==> src/rtl/cfg_pkg.sv <==
// System-wide configuration shared by the stk pipeline and its engines.
package cfg_pkg;
  localparam int unsigned ENGS_N = 4;
endpackage

==> src/rtl/stk_cmd_init_pkg.sv <==
// Local types for the stk command initiator.
package stk_cmd_init_pkg;
  typedef enum logic [0:0] {
    StIdle  = 1'b0,
    StIssue = 1'b1
  } state_e;
endpackage

==> src/rtl/stk_pkg.sv <==
// stk command encoding and helpers shared by stk and its command initiators.
package stk_pkg;
  typedef enum logic [2:0] {
    OP_NOP  = 3'd0,
    OP_PUSH = 3'd1,
    OP_POP  = 3'd2,
    OP_PEEK = 3'd3,
    OP_CLR  = 3'd4
  } opcode_t;

  typedef struct packed {
    opcode_t      opcode;
    logic [127:0] dat;
  } cmd_t;

  // Opcodes for which stk later returns exactly one response beat.
  function automatic logic opcode_has_rsp(input opcode_t op);
    return (op == OP_POP) || (op == OP_PEEK);
  endfunction
endpackage

==> src/rtl/stk_cmd_init_rsp_fifo.sv <==
// Small FWFT response FIFO with registered storage; push and pop may coincide even when full.
module stk_cmd_init_rsp_fifo #(
  parameter int unsigned Depth = 4,
  parameter int unsigned Width = 128
) (
  input  logic                           clk,
  input  logic                           rst,
  input  logic                           push_i,
  input  logic [Width-1:0]               wdata_i,
  input  logic                           pop_i,
  output logic [Width-1:0]               rdata_o,
  output logic                           full_o,
  output logic                           empty_o,
  output logic [$clog2(Depth+1)-1:0]     count_o
);
  localparam int unsigned PtrW = $clog2(Depth);
  localparam int unsigned CntW = $clog2(Depth + 1);

  logic [Width-1:0] mem_q [Depth];
  logic [PtrW-1:0]  wr_ptr_q, rd_ptr_q;
  logic [CntW-1:0]  count_q;
  logic             do_push, do_pop;

  always_comb begin
    empty_o = (count_q == '0);
    full_o  = (count_q == CntW'(Depth));
    do_pop  = pop_i & ~empty_o;
    do_push = push_i & (~full_o | do_pop);
    rdata_o = mem_q[rd_ptr_q];
    count_o = count_q;
  end

  always_ff @(posedge clk) begin
    if (rst) begin
      for (int unsigned i = 0; i < Depth; i++) mem_q[i] <= '0;
      wr_ptr_q <= '0;
      rd_ptr_q <= '0;
      count_q  <= '0;
    end else begin
      // Depth is a power of two, so pointers wrap naturally.
      if (do_push) begin
        mem_q[wr_ptr_q] <= wdata_i;
        wr_ptr_q        <= wr_ptr_q + PtrW'(1);
      end
      if (do_pop) rd_ptr_q <= rd_ptr_q + PtrW'(1);
      count_q <= count_q + CntW'(do_push) - CntW'(do_pop);
    end
  end
endmodule

==> src/rtl/stk_cmd_init.sv <==
// Per-engine stk command initiator: issues client commands to stk, holds them until ack, and
// buffers this engine's responses behind a credit scheme since stk responses cannot stall.
module stk_cmd_init
  import stk_pkg::*;
  import stk_cmd_init_pkg::*;
#(
  parameter int unsigned ENG_ID        = 0,
  parameter int unsigned RSP_FIFO_N    = 4,
  parameter int unsigned ACK_TIMEOUT_N = 1024
) (
  input  logic                      clk,
  input  logic                      rst,
  input  logic                      i_req_vld,
  input  opcode_t                   i_req_opcode,
  input  logic [127:0]              i_req_dat,
  output logic                      o_req_rdy,
  output opcode_t                   o_cmd_opcode,
  output logic [127:0]              o_cmd_dat,
  input  logic                      i_cmd_ack,
  input  logic [cfg_pkg::ENGS_N-1:0] i_rsp_vld,
  input  logic [127:0]              i_rsp_dat,
  output logic                      o_rsp_vld,
  output logic [127:0]              o_rsp_dat,
  input  logic                      i_rsp_rdy,
  output logic                      o_busy,
  output logic                      o_err_timeout,
  output logic                      o_err_unexp
);
  localparam int unsigned CredW = $clog2(RSP_FIFO_N + 1);
  localparam int unsigned TmoW  = $clog2(ACK_TIMEOUT_N);
  localparam logic [cfg_pkg::ENGS_N-1:0] EngMask = cfg_pkg::ENGS_N'(1) << ENG_ID;

  state_e           state_q, state_d;
  cmd_t             cmd_q, cmd_d;
  logic [CredW-1:0] cred_q, cred_d;
  logic [CredW-1:0] outst_q, outst_d;
  logic [TmoW-1:0]  tmo_q, tmo_d;
  logic             err_to_q, err_to_d;
  logic             err_unexp_q, err_unexp_d;

  logic             issue, acked, accept, req_has_rsp, waiting;
  logic             rsp_hit, rsp_push, rsp_pop;
  logic             fifo_full, fifo_empty;
  logic [CredW-1:0] fifo_count;

  always_comb begin
    issue       = (state_q == StIssue);
    acked       = issue & i_cmd_ack;
    waiting     = issue & ~i_cmd_ack;
    req_has_rsp = opcode_has_rsp(i_req_opcode);
    o_req_rdy   = (~issue | acked) & (~req_has_rsp | (cred_q != '0));
    accept      = i_req_vld & o_req_rdy;
    rsp_hit     = |(i_rsp_vld & EngMask);
    rsp_pop     = ~fifo_empty & i_rsp_rdy;
    // Credits make overflow impossible; the full gate only protects against a broken stk.
    rsp_push    = rsp_hit & (outst_q != '0) & (~fifo_full | rsp_pop);
  end

  always_comb begin
    state_d = state_q;
    cmd_d   = cmd_q;
    unique case (state_q)
      StIdle:  if (accept) state_d = StIssue;
      StIssue: if (i_cmd_ack) state_d = accept ? StIssue : StIdle;
    endcase
    if (accept) cmd_d = '{opcode: i_req_opcode, dat: i_req_dat};

    cred_d  = cred_q - CredW'(accept & req_has_rsp) + CredW'(rsp_pop);
    outst_d = outst_q + CredW'(acked & opcode_has_rsp(cmd_q.opcode))
                      - CredW'(rsp_hit & (outst_q != '0));

    tmo_d = '0;
    if (waiting) tmo_d = (tmo_q == TmoW'(ACK_TIMEOUT_N - 1)) ? tmo_q : tmo_q + TmoW'(1);
    err_to_d    = err_to_q | (waiting & (tmo_d == TmoW'(ACK_TIMEOUT_N - 1)));
    err_unexp_d = err_unexp_q | (rsp_hit & (outst_q == '0));
  end

  always_ff @(posedge clk) begin
    if (rst) begin
      state_q     <= StIdle;
      cmd_q       <= '{opcode: OP_NOP, dat: '0};
      cred_q      <= CredW'(RSP_FIFO_N);
      outst_q     <= '0;
      tmo_q       <= '0;
      err_to_q    <= 1'b0;
      err_unexp_q <= 1'b0;
    end else begin
      state_q     <= state_d;
      cmd_q       <= cmd_d;
      cred_q      <= cred_d;
      outst_q     <= outst_d;
      tmo_q       <= tmo_d;
      err_to_q    <= err_to_d;
      err_unexp_q <= err_unexp_d;
    end
  end

  stk_cmd_init_rsp_fifo #(
    .Depth (RSP_FIFO_N),
    .Width (128)
  ) u_rsp_fifo (
    .clk     (clk),
    .rst     (rst),
    .push_i  (rsp_push),
    .wdata_i (i_rsp_dat),
    .pop_i   (rsp_pop),
    .rdata_o (o_rsp_dat),
    .full_o  (fifo_full),
    .empty_o (fifo_empty),
    .count_o (fifo_count)
  );

  always_comb begin
    o_cmd_opcode  = issue ? cmd_q.opcode : OP_NOP;
    o_cmd_dat     = cmd_q.dat;
    o_rsp_vld     = ~fifo_empty;
    o_busy        = issue | (outst_q != '0) | (fifo_count != '0);
    o_err_timeout = err_to_q;
    o_err_unexp   = err_unexp_q;
  end
endmodule

==> config.mk <==
export PLATFORM = sky130hd
export DESIGN_NAME = stk_cmd_init
export DESIGN_NICKNAME = d
export VERILOG_FILES = /design/src/rtl/cfg_pkg.sv /design/src/rtl/stk_cmd_init_pkg.sv /design/src/rtl/stk_pkg.sv /design/src/rtl/stk_cmd_init_rsp_fifo.sv /design/src/rtl/stk_cmd_init.sv
export SDC_FILE = /design/constraint.sdc
export NUM_CORES = 1
export LEC_CHECK = 0
export ABC_AREA = 1
export CAP_MARGIN = 0
export CORE_MARGIN = 2
export CORE_UTILIZATION = 45
export CTS_BUF_LIST = sky130_fd_sc_hd__clkbuf_8
export DETAILED_ROUTE_END_ITERATION = 16
export PLACE_DENSITY = 0.73
export SYNTH_ARGS = -nofsm -noshare
export SYNTH_HDL_FRONTEND = slang
export SYNTH_SLANG_ARGS = --single-unit
==> constraint.sdc <==
create_clock -name clk -period 9.6 [get_ports clk]
set_input_delay 1.92 -clock clk [delete_from_list [all_inputs] [get_ports clk]]
set_output_delay 1.92 -clock clk [all_outputs]
set_load 0.02 [all_outputs]
==> impl_metrics.tcl, run 1 <==
set metrics [dict create \
    drtPass1Iterations 5 \
    finalSetupTns_ns 0 \
    timing.final.crit_share 0.632 \
    crit_required_ns 7.68 \
    setup_viol 0 \
    num_vias 21400 \
    yosys.area.top_type "edfxtp_1" \
    drive_above_1_share 0.0845 \
    maxSlewViolCount 0 \
    synth-edff-count 512 \
    end_kind "primary output" \
    fp.dieW_um 259 \
    dp_hpwl_um 45700 \
    synth_common_cells "nor2_1, edfxtp_1, nand2_1, inv_1, o21ai_0" \
    ys_ff_latch 671 \
    synth_top_area_frac 0.526 \
    area_growth_pct 22.8 \
    gp_congestion 0.818 \
    critical_path_class "reg -> out" \
    ioPinCount 532 \
    cts_resized 0 \
    hold_buffers 0 \
    coreArea_mm2 0.0643 \
    die_area_mm2 0.0670 \
    drt_iter0_drc 1438 \
    synth-warning-count 0 \
    crit_path_max_fanout 172 \
    synth_area_mm2 0.0292 \
    clock_latency_ns 0.71 \
    viasPerCell 5.04 \
    hold_viol 0 \
    tightest_slew_ns 1.13 \
    grt_pass1_wl_um 120000 \
    relSlewSlack 0.244 \
    rsz0062_at_grt "false" \
    fin_crit_ns 6.07 \
    clk_path_buf_depth 3 \
    worst_slack_ns 3.53 \
    placed_area_mm2 0.0340 \
    start_kind "flop" \
    cts_tree "done" \
    syn_nets 3255 \
    nets 3598 \
    drc_errors 0 \
    synth_cell_type_count 35 \
    power_density_mw_per_mm2 255 \
    status "completed" \
    arrival_ns 4.15 \
    drt_wl_total_um 78900 \
    yosysSeqAreaShare 0.635 \
    p_leak_nw 13.5 \
    grt.overflow.total 0 \
    async_flop_share 0 \
    grt_max_degree 191 \
    fin_skew_ns 0.0508 \
    avgSynthCellArea_um2 9.81 \
    die_h_um 259 \
    ant_nets 0 \
    ir_drop_v 0.000255 \
    fp-row-count 93 \
    htree_levels 3 \
    fin_area_mm2 0.0359 \
    cts_inserted_buffers 107 \
    start_util 0.454 \
    first_global_vias 21200 \
    track_usage 0.232 \
    wl_per_cell_um 18.5 \
    cts.sinks 671 \
    postCtsSetupBuffers 0 \
    syn_inst 2977 \
    hold_path.class "reg -> reg" \
    dp_slack_ns 3.12 \
    root_buffer "clkbuf_8" \
    grt_antenna_before_repair 6 \
    maxCapViolations 0 \
    yosysMostFrequentCell "nor2_1" \
    finalPower_mw 9.14 \
    max_freq_ghz 0.165 \
    synth_area_leaders "edfxtp_1, dfxtp_1, nor2_1, o21ai_0, nand2_1" \
    clk_pin_slew_worst_paths_ns 0.06 \
    io_buffer_count 528 \
    nFillCells 5588 \
    ys.flop_type "edfxtp_1" \
]
[routing by layer]
layer,GRT usage,wire length [um],share of wire,vias to the layer above
li1,-,-,-,10300
met1,0.288,31800,0.40,10300
met2,0.399,39300,0.50,701
met3,0.0587,5700,0.072,133
met4,0.0681,1960,0.025,6
met5,0,37,0.00047,-
[per-stage QoR]
| stage | hold WS [ns] | util | std cells |
|---|---|---|---|
| 2_1_floorplan | 0.436 | - | 2977 |
| 3_3_place_gp | 0.439 | 0.528 | 4066 |
| 3_5_place_dp | 0.448 | 0.528 | 4066 |
| 4_1_cts | 0.458 | 0.558 | 4252 |
| 5_1_grt | 0.477 | 0.558 | 4253 |
| 6_report | 0.455 | 0.558 | 4253 |
[state kept, by name (all words and copies together), names as in the netlist, named ones only]
register             cells
u_rsp_fifo.rd_ptr_q      2
o_cmd_dat              128
o_err_unexp              1
cred_q                   3
cmd_q                    3
u_rsp_fifo.mem_q       512
u_rsp_fifo.wr_ptr_q      2
tmo_q                   10
issue                    1
o_err_timeout            1
u_rsp_fifo.count_o       3
outst_q                  3
[kinds of logic after synthesis]
group                      after synthesis  share of synthesized area
DFF                                    671                      0.635
buffers and inverters                  621                      0.104
xor gates and xnor gates                 4                    0.00120
adders and majority gates               10                    0.00505
AOI/OAI and AO/OA                      535                     0.0975
and+or+nand+nor                       1136                      0.157
[worst max-delay path, cell delays in order, from the launching register on]
cell,delay [ns]
dfxtp_4,0.56
inv_8,0.72
buf_4,0.80
o21ai_0,0.20
o22ai_1,0.26
clkdlybuf4s50_1,0.67
[power by group]
part / internal (mW) / total [mW] / switching (mW)
registers: 3.78 / 3.97 / 0.189
logic: 1.03 / 2.93 / 1.90
clock network: 1.12 / 2.24 / 1.12
total: 5.93 / 9.14 / 3.20
[cell type report]
type	count	area, um2	area share
well taps	855	1070	0.0298
diodes	1	2.50	0.0000697
clock inverters	72	363	0.0101
multi-input cells	1685	7680	0.214
repair buffers	549	5480	0.153
flip-flops and latches	671	18600	0.517
inverters	306	1160	0.0324
clock buffers	114	1570	0.0437
[cells in the final DEF, fill, tap and decap left out, drive strengths merged, types with 22 or more instances in the layout]
cell,instances
a21oi,139
nor2,807
inv,357
clkdlybuf4s50,527
edfxtp,512
o21ai,265
clkbuf,114
dfxtp,159
o22ai,129
nand2,301
buf,22
[worst paths after layout]
path,start,to,slack [ns],cells past startpoint
worst max register to register,outst_q[1],u_rsp_fifo.mem_q[0][121],5.64,8
worst min-delay path,o_err_unexp,o_err_unexp,0.46,2
worst min register to register,o_err_unexp,o_err_unexp,0.46,2
worst max-delay path,flop,o_rsp_dat[107],3.53,5
No activity file was read; power rests on OpenSTA's default activity.
==> run 2: changes to the inputs <==
Clock period 9.6 ns to 6.1 ns, I/O delays scaled along.
==> run 2 against run 1 <==
Compared with the run above:
- clock power up 73%
- critical path depth unchanged
- critical endpoint is now o_rsp_dat[51]
- sequential power up 57%
- sequential cell count unchanged
- global-route usage about the same
- highest routed layer is now met4
==> impl_metrics.tcl, run 2 (synthesis results as in run 1) <==
set metrics [dict create \
    post-route-util 0.564 \
    cts_inserted_buffers 111 \
    hold_buffers 0 \
    grt_pass1_wl_um 120000 \
    start_kind "flop" \
    min_from "o_err_timeout" \
    hold_viol 0 \
    grt_antenna_before_repair 6 \
    dp_hpwl_um 46600 \
    worst_slack_ns 1.15 \
    p_leak_nw 13.7 \
    layout_commonest_cell "nor2_1" \
    ant_nets 0 \
    maxSlewViolCount 0 \
    arrival_ns 3.73 \
    seqPwrFrac 0.422 \
    setup_viol 0 \
    maxCapViolations 0 \
    fin_skew_ns 0.0342 \
    crit_path_max_fanout 88 \
    fin_crit_ns 4.95 \
    clk_path_buf_depth 3 \
    status "completed" \
    end_kind "primary output" \
    r2r-start "issue" \
    drt_wl_total_um 79600 \
    postCtsSetupBuffers 0 \
    finalSetupTns_ns 0 \
    ioPinCount 532 \
    fp.dieW_um 259 \
    num_vias 21600 \
    gp_congestion 0.838 \
    drc_errors 0 \
    grt_max_degree 109 \
    first_global_vias 21400 \
    wl_per_cell_um 18.6 \
    nFillCells 5553 \
    rsz0062_at_grt "false" \
    start_util 0.454 \
    p_sw_frac 0.348 \
    largest_reg_flops 512 \
    io_buffer_count 528 \
    max_freq_ghz 0.202 \
    nets 3610 \
    track_usage 0.232 \
    clk_pin_slew_worst_paths_ns 0.06 \
    hold_depth 2 \
    ff2ff_path_depth 15 \
    finalPower_mw 14.8 \
    timing.rr.end "cred_q[2]" \
    timing.final.crit_share 0.812 \
    min_to "o_err_timeout" \
    cts_resized 0 \
    cts_tree "done" \
    dp_slack_ns 1.47 \
    relSlewSlack 0.189 \
    internal_power_mw 9.63 \
    drt_iter0_drc 1589 \
    p_switching_mw 5.15 \
    p_clk_frac 0.263 \
    fp-row-count 93 \
    drtPass1Iterations 5 \
    power_density_mw_per_mm2 407 \
    r2r_slack_ns 2.80 \
    coreArea_mm2 0.0643 \
    viasPerCell 5.05 \
    die_h_um 259 \
    clock_latency_ns 0.72 \
    top_register "u_rsp_fifo.mem_q" \
    die_area_mm2 0.0670 \
    cts.sinks 671 \
    crit_required_ns 4.88 \
    placed_area_mm2 0.0341 \
    grt.overflow.total 0 \
    htree_levels 3 \
    critical_path_class "reg -> out" \
    area_growth_pct 24.3 \
    drive_above_1_share 0.0943 \
    comb_power_share 0.315 \
    mostFrequentLayoutCells "nor2_1, clkdlybuf4s50_1, edfxtp_1" \
    root_buffer "clkbuf_8" \
    hold_path.class "reg -> reg" \
    ir_drop_v 0.000243 \
    tightest_slew_ns 1.21 \
    fin_area_mm2 0.0363 \
]
## run 2: cell types whose count changed in the layout (fill, tap and decap cells not counted), sizes merged
| cell | previous run | this run |
|---|---|---|
| inv | 357 | 339 |
| diode | 1 | 6 |
| clkinvlp | 3 | 1 |
| clkbuf | 114 | 123 |
| clkinv | 17 | 45 |
| bufinv | 1 | 4 |
| buf | 22 | 30 |
## run 2: layout make-up
type,instances,area [um2],area share
clock buffers,123,1690,0.0466
well taps,855,1070,0.0295
repair buffers,557,5630,0.155
multi-input cells,1685,7680,0.211
inverters,306,1160,0.0320
clock inverters,83,499,0.0138
flip-flops and latches,671,18600,0.511
diodes,6,15.0,0.000414
## run 2: worst max-delay path by stage
stage              start                       to  cells past startpoint
4_1_cts             flop           o_rsp_dat[113]                      5
3_3_place_gp         rst  u_rsp_fifo.mem_q[2][52]                      6
6_report            flop            o_rsp_dat[51]                      5
5_1_grt             flop            o_rsp_dat[60]                      5
3_5_place_dp         rst  u_rsp_fifo.mem_q[2][60]                      6
2_1_floorplan  i_rsp_rdy   u_rsp_fifo.mem_q[2][0]                      8
## run 2: per-layer routing
metal,track usage,vias to the layer above,part of all wire
met3,0.0518,132,0.078
met1,0.292,10300,0.40
met5,0,-,0
li1,-,10400,-
met2,0.389,783,0.49
met4,0.0923,0,0.028
## run 2: stage by stage
stage / instances / hold slack [ns]
final: 4286 / 0.453
after global routing: 4286 / 0.478
after CTS: 4280 / 0.458
after detailed placement: 4074 / 0.447
after global placement: 4074 / 0.442
after floorplan: 2977 / 0.437
## run 2: worst max-delay path, stage by stage, from the launching register on
cell             delay, ns
dfxtp_4               0.55
inv_6                 0.63
buf_4                 0.66
o21ai_0               0.16
o22ai_1               0.26
clkdlybuf4s50_1       0.67
## run 2: power groups by stage
stage	Clock (mW)	Combinational, mW	Sequential, mW
after floorplan	0	2.73	6.27
after detailed placement	0	4.68	6.33
after global routing	4.15	5.01	6.32
after global placement	0	4.65	6.30
final	3.88	4.66	6.24
after CTS	3.97	4.70	6.25
